===== config.mk =====
export PLATFORM = sky130hd
export DESIGN_NAME = data_bus_arbiter_flat
export DESIGN_NICKNAME = d
export VERILOG_FILES = /design/src/rtl/data_bus_arbiter_pkg.sv /design/src/rtl/data_bus_arbiter_if.sv /design/src/rtl/data_bus_arbiter_id_fifo.sv /design/src/rtl/data_bus_arbiter.sv /design/src/flat_wrapper.sv
export SDC_FILE = /design/constraint.sdc
export NUM_CORES = 1
export LEC_CHECK = 0
export CAP_MARGIN = 20
export CORE_AREA = 4 4 121 123
export DETAILED_ROUTE_END_ITERATION = 6
export DIE_AREA = 0 0 125 127
export PLACE_DENSITY_LB_ADDON = 0.05
export SETUP_SLACK_MARGIN = 0.5
export SYNTH_ARGS = -nofsm -noshare
export SYNTH_HDL_FRONTEND = slang
export SYNTH_SLANG_ARGS = --single-unit

===== constraint.sdc =====
create_clock -name HCLK -period 2.2 [get_ports HCLK]
set_input_delay 0.44 -clock HCLK [delete_from_list [all_inputs] [get_ports HCLK]]
set_output_delay 0.44 -clock HCLK [all_outputs]
set_load 0.005 [all_outputs]

===== src/rtl/data_bus_arbiter_pkg.sv =====
// Shared bus definitions for the data-bus arbiter slice: default widths and master IDs.
package pixracer_bus_pkg;

  localparam int AW_DEF = 32;
  localparam int DW_DEF = 32;

  typedef logic mid_t;

  localparam mid_t MID_CORE = 1'b0;
  localparam mid_t MID_AUX  = 1'b1;

endpackage


===== src/rtl/data_bus_arbiter_if.sv =====
// One req/gnt/rvalid bus port; "master" drives the request, "slave" answers it.
interface data_bus_arbiter_if
  import pixracer_bus_pkg::*;
#(
  parameter int AW = AW_DEF,
  parameter int DW = DW_DEF
);

  logic            req;
  logic [AW-1:0]   addr;
  logic            we;
  logic [DW/8-1:0] be;
  logic [DW-1:0]   wdata;
  logic            gnt;
  logic            rvalid;
  logic [DW-1:0]   rdata;

  modport master (output req, addr, we, be, wdata, input gnt, rvalid, rdata);
  modport slave  (input req, addr, we, be, wdata, output gnt, rvalid, rdata);

endinterface


===== src/rtl/data_bus_arbiter_id_fifo.sv =====
// Small circular FIFO holding the master ID of each granted-but-unanswered transaction.
module arb_id_fifo #(
  parameter int DEPTH = 2,
  parameter int WIDTH = 1
) (
  input  logic             clk_i,
  input  logic             rst_i,
  input  logic             push_i,
  input  logic             pop_i,
  input  logic [WIDTH-1:0] data_i,
  output logic [WIDTH-1:0] head_o,
  output logic             full_o,
  output logic             empty_o
);

  localparam int PW = (DEPTH > 1) ? $clog2(DEPTH) : 1;
  localparam int CW = $clog2(DEPTH + 1);

  logic [WIDTH-1:0] mem_q [DEPTH];
  logic [PW-1:0]    wptr_q, wptr_d, rptr_q, rptr_d;
  logic [CW-1:0]    cnt_q, cnt_d;
  logic             do_push_s, do_pop_s;

  function automatic logic [PW-1:0] ptr_inc(input logic [PW-1:0] p);
    ptr_inc = (p == PW'(DEPTH - 1)) ? '0 : p + PW'(1);
  endfunction

  assign full_o  = (cnt_q == CW'(DEPTH));
  assign empty_o = (cnt_q == CW'(0));
  assign head_o  = mem_q[rptr_q];

  // A pop frees a slot first, so push is accepted at full only alongside a pop.
  always_comb begin
    do_pop_s  = pop_i & ~empty_o;
    do_push_s = push_i & (~full_o | do_pop_s);
    wptr_d    = do_push_s ? ptr_inc(wptr_q) : wptr_q;
    rptr_d    = do_pop_s ? ptr_inc(rptr_q) : rptr_q;
    cnt_d     = cnt_q + CW'(do_push_s) - CW'(do_pop_s);
  end

  always_ff @(posedge clk_i) begin
    if (rst_i) begin
      wptr_q <= '0;
      rptr_q <= '0;
      cnt_q  <= '0;
    end else begin
      wptr_q <= wptr_d;
      rptr_q <= rptr_d;
      cnt_q  <= cnt_d;
    end
  end

  always_ff @(posedge clk_i) begin
    if (do_push_s) begin
      mem_q[wptr_q] <= data_i;
    end
  end

endmodule


===== src/rtl/data_bus_arbiter.sv =====
// Two-master round-robin arbiter for the data-bus slave; responses are routed back by an ID FIFO.
// Optional ARB_STALL_CNT_EN adds per-master saturating stall counters.
module data_bus_arbiter
  import pixracer_bus_pkg::*;
#(
  parameter int AW      = AW_DEF,
  parameter int DW      = DW_DEF,
  parameter int MAX_OUT = 2
) (
  input  logic                HCLK,
  input  logic                HRESET,
  data_bus_arbiter_if.slave   m0,
  data_bus_arbiter_if.slave   m1,
  data_bus_arbiter_if.master  s,
  output logic                rsp_err
`ifdef ARB_STALL_CNT_EN
  ,
  output logic [15:0]         stall_cnt0,
  output logic [15:0]         stall_cnt1
`endif
);

  mid_t            win_s, head_s, last_win_q, last_win_d;
  logic            full_s, empty_s, sreq_s, push_s, pop_s;
  logic            rsp_err_q, rsp_err_d;
  logic [AW-1:0]   addr_s;
  logic            we_s;
  logic [DW/8-1:0] be_s;
  logic [DW-1:0]   wdata_s;

  // On conflict the master that did not win last time gets the bus.
  always_comb begin
    if (m0.req && m1.req) begin
      win_s = ~last_win_q;
    end else if (m1.req) begin
      win_s = MID_AUX;
    end else begin
      win_s = MID_CORE;
    end
  end

  always_comb begin
    sreq_s  = (m0.req | m1.req) & ~full_s;
    addr_s  = '0;
    we_s    = 1'b0;
    be_s    = '0;
    wdata_s = '0;
    if (sreq_s && (win_s == MID_AUX)) begin
      addr_s  = m1.addr;
      we_s    = m1.we;
      be_s    = m1.be;
      wdata_s = m1.wdata;
    end else if (sreq_s) begin
      addr_s  = m0.addr;
      we_s    = m0.we;
      be_s    = m0.be;
      wdata_s = m0.wdata;
    end else begin
      addr_s  = '0;
    end
  end

  assign s.req   = sreq_s;
  assign s.addr  = addr_s;
  assign s.we    = we_s;
  assign s.be    = be_s;
  assign s.wdata = wdata_s;

  assign push_s = sreq_s & s.gnt;
  assign pop_s  = s.rvalid & ~empty_s;

  assign m0.gnt    = push_s & (win_s == MID_CORE);
  assign m1.gnt    = push_s & (win_s == MID_AUX);
  assign m0.rvalid = pop_s & (head_s == MID_CORE);
  assign m1.rvalid = pop_s & (head_s == MID_AUX);
  assign m0.rdata  = (pop_s && (head_s == MID_CORE)) ? s.rdata : '0;
  assign m1.rdata  = (pop_s && (head_s == MID_AUX)) ? s.rdata : '0;

  arb_id_fifo #(
    .DEPTH (MAX_OUT),
    .WIDTH (1)
  ) u_id_fifo (
    .clk_i   (HCLK),
    .rst_i   (HRESET),
    .push_i  (push_s),
    .pop_i   (pop_s),
    .data_i  (win_s),
    .head_o  (head_s),
    .full_o  (full_s),
    .empty_o (empty_s)
  );

  // A response with nothing outstanding is dropped and latched as an error.
  always_comb begin
    last_win_d = push_s ? win_s : last_win_q;
    rsp_err_d  = rsp_err_q | (s.rvalid & empty_s);
  end

  always_ff @(posedge HCLK) begin
    if (HRESET) begin
      last_win_q <= MID_AUX;
      rsp_err_q  <= 1'b0;
    end else begin
      last_win_q <= last_win_d;
      rsp_err_q  <= rsp_err_d;
    end
  end

  assign rsp_err = rsp_err_q;

`ifdef ARB_STALL_CNT_EN
  logic [15:0] stall0_q, stall0_d, stall1_q, stall1_d;

  always_comb begin
    stall0_d = stall0_q;
    stall1_d = stall1_q;
    if (m0.req && !m0.gnt && (stall0_q != 16'hFFFF)) begin
      stall0_d = stall0_q + 16'd1;
    end else begin
      stall0_d = stall0_q;
    end
    if (m1.req && !m1.gnt && (stall1_q != 16'hFFFF)) begin
      stall1_d = stall1_q + 16'd1;
    end else begin
      stall1_d = stall1_q;
    end
  end

  always_ff @(posedge HCLK) begin
    if (HRESET) begin
      stall0_q <= 16'd0;
      stall1_q <= 16'd0;
    end else begin
      stall0_q <= stall0_d;
      stall1_q <= stall1_d;
    end
  end

  assign stall_cnt0 = stall0_q;
  assign stall_cnt1 = stall1_q;
`endif

endmodule


===== src/flat_wrapper.sv =====
// flat-port wrapper written by rule: the top's interface ports become plain ports
module data_bus_arbiter_flat import pixracer_bus_pkg::*;
#(
  parameter int AW      = AW_DEF,
  parameter int DW      = DW_DEF,
  parameter int MAX_OUT = 2
)
  (HCLK, HRESET, rsp_err, m0_req, m0_addr, m0_we, m0_be, m0_wdata, m0_gnt, m0_rvalid, m0_rdata, m1_req, m1_addr, m1_we, m1_be, m1_wdata, m1_gnt, m1_rvalid, m1_rdata, s_req, s_addr, s_we, s_be, s_wdata, s_gnt, s_rvalid, s_rdata);
  data_bus_arbiter_if #(.AW(AW), .DW(DW)) m0_i ();
  data_bus_arbiter_if #(.AW(AW), .DW(DW)) m1_i ();
  data_bus_arbiter_if #(.AW(AW), .DW(DW)) s_i ();
  input  logic HCLK;
  input  logic HRESET;
  output logic rsp_err;
  input wire logic [$bits(m0_i.req)-1:0] m0_req;
  input wire logic [$bits(m0_i.addr)-1:0] m0_addr;
  input wire logic [$bits(m0_i.we)-1:0] m0_we;
  input wire logic [$bits(m0_i.be)-1:0] m0_be;
  input wire logic [$bits(m0_i.wdata)-1:0] m0_wdata;
  output wire logic [$bits(m0_i.gnt)-1:0] m0_gnt;
  output wire logic [$bits(m0_i.rvalid)-1:0] m0_rvalid;
  output wire logic [$bits(m0_i.rdata)-1:0] m0_rdata;
  input wire logic [$bits(m1_i.req)-1:0] m1_req;
  input wire logic [$bits(m1_i.addr)-1:0] m1_addr;
  input wire logic [$bits(m1_i.we)-1:0] m1_we;
  input wire logic [$bits(m1_i.be)-1:0] m1_be;
  input wire logic [$bits(m1_i.wdata)-1:0] m1_wdata;
  output wire logic [$bits(m1_i.gnt)-1:0] m1_gnt;
  output wire logic [$bits(m1_i.rvalid)-1:0] m1_rvalid;
  output wire logic [$bits(m1_i.rdata)-1:0] m1_rdata;
  output wire logic [$bits(s_i.req)-1:0] s_req;
  output wire logic [$bits(s_i.addr)-1:0] s_addr;
  output wire logic [$bits(s_i.we)-1:0] s_we;
  output wire logic [$bits(s_i.be)-1:0] s_be;
  output wire logic [$bits(s_i.wdata)-1:0] s_wdata;
  input wire logic [$bits(s_i.gnt)-1:0] s_gnt;
  input wire logic [$bits(s_i.rvalid)-1:0] s_rvalid;
  input wire logic [$bits(s_i.rdata)-1:0] s_rdata;
  assign m0_i.req = m0_req;
  assign m0_i.addr = m0_addr;
  assign m0_i.we = m0_we;
  assign m0_i.be = m0_be;
  assign m0_i.wdata = m0_wdata;
  assign m0_gnt = m0_i.gnt;
  assign m0_rvalid = m0_i.rvalid;
  assign m0_rdata = m0_i.rdata;
  assign m1_i.req = m1_req;
  assign m1_i.addr = m1_addr;
  assign m1_i.we = m1_we;
  assign m1_i.be = m1_be;
  assign m1_i.wdata = m1_wdata;
  assign m1_gnt = m1_i.gnt;
  assign m1_rvalid = m1_i.rvalid;
  assign m1_rdata = m1_i.rdata;
  assign s_req = s_i.req;
  assign s_addr = s_i.addr;
  assign s_we = s_i.we;
  assign s_be = s_i.be;
  assign s_wdata = s_i.wdata;
  assign s_i.gnt = s_gnt;
  assign s_i.rvalid = s_rvalid;
  assign s_i.rdata = s_rdata;
  data_bus_arbiter #(.AW(AW), .DW(DW), .MAX_OUT(MAX_OUT)) u_core (.HCLK(HCLK), .HRESET(HRESET), .m0(m0_i), .m1(m1_i), .s(s_i), .rsp_err(rsp_err));
endmodule

==> results.json <==
{
  "status": "complete, no violations",
  "crit_top_cell": "buf_12",
  "worst-r2r-cell-count": 11,
  "dp_hpwl_um": 10800,
  "use_met1": 0.202,
  "htreeDepth": 1,
  "hold_depth": 2,
  "busiest_layer": "met2",
  "drt-initial-drc-count": 73,
  "die_w_um": 125,
  "path_class": "register to output port",
  "maxCapViolCount": 0,
  "root_buffer": "clkbuf_16",
  "clockPowerShare": 0.078,
  "insertedDiodeCount": 0,
  "crit_chain": "nand2b_4 > and2_4 > buf_12 > buf_12 > buf_6 > a22o_1 > buf_2",
  "setup_viol": 0,
  "power.density_nw_per_um2": 677,
  "hold_path_class": "register to register",
  "crit_required_ns": 1.76,
  "slew_violations": 0,
  "worstReg2RegEnd": "u_core.u_id_fifo.cnt_q[1]",
  "grt.total_usage": 0.177,
  "synth.ff_latch_count": 9,
  "place_congestion": 0.848,
  "placementRows": 43,
  "grt_max_degree": 24,
  "final_layout_size_suffix_gt1_frac": 0.522,
  "peakVddDrop_mv": 0.469,
  "core-area_um2": 13700,
  "clk_latency_ns": 0.24,
  "n_fill_cell": 1400,
  "fin_crit_ns": 2.05,
  "syn-instance-count": 204,
  "gr-usage-met2": 0.345,
  "cts_tree": "done",
  "slowest_stage": "dfxtp_2",
  "rsz0062_at_grt": "yes",
  "clkTransAtPathRegs_ns": 0.04,
  "comb_power_share": 0.855,
  "swShare": 0.334,
  "die_h_um": 127,
  "vias": 3105,
  "io_buffers": 314,
  "fmax_mhz": 487,
  "p_switching_mw": 1.38,
  "skew_ns": 0.00284,
  "worst_setup_path_end_kind": "output port",
  "ant_nets": 0,
  "use_met3": 0.0393,
  "ys_types": 25,
  "cts_made_buffers": 3,
  "ys_warn_count": 0,
  "critPathLaunchType": "register",
  "rrSetupSlack_ns": 0.31,
  "cp_data_arrival_time_ns": 1.61,
  "start_util": 0.115,
  "worst_pin_slew_ns": 0.355,
  "maxSlewHeadroom": 0.763,
  "wl_per_cell_um": 20.4,
  "hold_ws_ns": 0.476,
  "synth_area_per_cell_um2": 7.72,
  "min_period_over_period": 0.934,
  "clk_path_buf_depth": 2,
  "area_growth_pct": 286,
  "reg2reg_from": "u_core.u_id_fifo.cnt_q[1]",
  "grt_pass1_vias": 3112,
  "final-hold-violation-count": 0,
  "max_stage_delay_ns": 0.32,
  "seq_area_frac_synth": 0.127,
  "drtPass1Iterations": 4,
  "grt_pass1_wl_um": 21600,
  "min_from": "u_core.rsp_err",
  "internal-power_mw": 2.74,
  "die-area_um2": 15900,
  "p_total_mw": 4.12,
  "crit_fanout": 6,
  "p_leak_nw": 2.85,
  "syn_nets": 382,
  "via_per_inst": 4.11,
  "drc": 0,
  "syn_area_um2": 1580,
  "seqPwrFrac": 0.066,
  "hold_path_end": "u_core.rsp_err",
  "io_pins": 315,
  "nets": 754,
  "seq_area_um2": 208,
  "wl_um": 15400,
  "gr-total-overflow": 0,
  "cts_sinks": 9,
  "multi_input_area_um2": 1480,
  "grt_antenna_before_repair": 0
}
==> synth_stat cells <==
cell type,number,area share
nor3b_1,1,0.0048
nor2b_1,3,0.012
buf_4,1,0.0048
clkbuf_1,6,0.014
nand2b_1,2,0.0079
a21oi_1,1,0.0032
buf_2,12,0.038
and3_1,2,0.0079
a211o_1,1,0.0056
nand3b_1,1,0.0048
mux2i_1,1,0.0064
nor2_1,13,0.031
buf_6,4,0.029
edfxtp_1,2,0.038
o21ai_1,1,0.0032
a21boi_2,1,0.0071
inv_1,3,0.0071
ha_1,2,0.016
nand3_1,1,0.0032
dfxtp_1,7,0.089
mux2_2,1,0.0071
a22o_1,69,0.38
and2_1,66,0.26
xor2_1,2,0.011
nor3_1,1,0.0032
==> worst max-delay path by stage <==
stage                                          from  cells after the start            to  slack (ns)
after detailed placement                     m0_req                      5   s_wdata[31]       -0.58
after global routing      u_core.u_id_fifo.cnt_q[0]                      7    s_addr[28]        0.09
after floorplan                              m1_req                      6    s_addr[21]        0.47
final                     u_core.u_id_fifo.cnt_q[0]                      7    s_addr[28]        0.15
after global placement                       m0_req                      5   s_wdata[31]       -0.56
after CTS                 u_core.u_id_fifo.mem_q[1]                      6  m0_rdata[24]        0.08
==> through the flow <==
step	util	instance area, µm²	setup TNS, ns	worst slack (ns)	std cells
global placement	0.368	5020	-54.77	-0.558	694
global route	0.446	6090	0	0.0899	755
finish	0.446	6090	0	0.146	755
CTS	0.417	5700	0	0.0761	749
floorplan	-	1590	0	0.470	204
detailed placement	0.368	5020	-55.99	-0.576	694
==> cells in the final DEF, fill, tap and decap left out, types with 2 or more instances in the layout <==
cell type        instances
and3_4                   2
a22o_1                  69
nor2_1                  11
buf_4                   15
xor2_1                   2
edfxtp_1                 2
clkbuf_16                5
nand2b_4                 2
buf_8                    2
buf_6                   90
nor2b_4                  2
clkbuf_2                 2
buf_16                  18
and2_4                  62
buf_2                   74
inv_1                    2
dfxtp_1                  3
and2_1                   4
dfxtp_2                  3
clkdlybuf4s50_1        172
buf_12                  13
==> logic make-up (layout without fill, tap and decap cells) <==
logic type / count (synthesis) / in the layout / synth area share
AOI/OAI and AO/OA: 73 / 73 / 0.403
xor gates and xnor gates: 2 / 2 / 0.0111
adders and majority gates: 2 / 2 / 0.0159
buffers and inverters: 26 / 397 / 0.0929
DFF: 9 / 9 / 0.127
muxes: 2 / 2 / 0.0135
and+or+nand+nor: 90 / 90 / 0.337
==> routing by layer <==
metal	up-vias	part of all wire	routed length (µm)
met1	1428	0.37	5740
met2	153	0.55	8390
met3	15	0.066	1010
met4	0	0.015	238
met5	-	0	0
li1	1509	-	-
==> power by group through the flow <==
stage | Combinational, mW | Clock (mW) | Sequential, mW
after global placement | 2.47 | 0 | 0.255
after CTS | 3.24 | 0.328 | 0.274
final | 3.53 | 0.322 | 0.274
after detailed placement | 2.46 | 0 | 0.256
after floorplan | 0.878 | 0 | 0.255
after global routing | 3.76 | 0.347 | 0.280
==> final cells by class <==
class	instances	area share
Tap cell	180	0.0370
Timing Repair Buffer	390	0.671
Clock buffer	4	0.0129
Multi-Input combinational cell	169	0.243
Sequential cell	9	0.0341
Inverter	3	0.00185
==> worst max-delay path: cells and delay by family (launching register included) <==
kind / cells / cell delay, ns
AO/OA/AOI/OAI: 1 / 0.20
buffers and inverters: 4 / 0.51
flip-flops: 1 / 0.32
AND/OR/NAND/NOR: 2 / 0.33
==> timing repair <==
action	CTS	global route
cloned	18	2
endpoints found under the hold margin	0	0
resized for setup	626	128
pin swaps	74	60
buffers inserted	33	4
hold buffers	0	0
setup endpoints to repair	143	140
No activity file was read; power rests on OpenSTA's default activity.
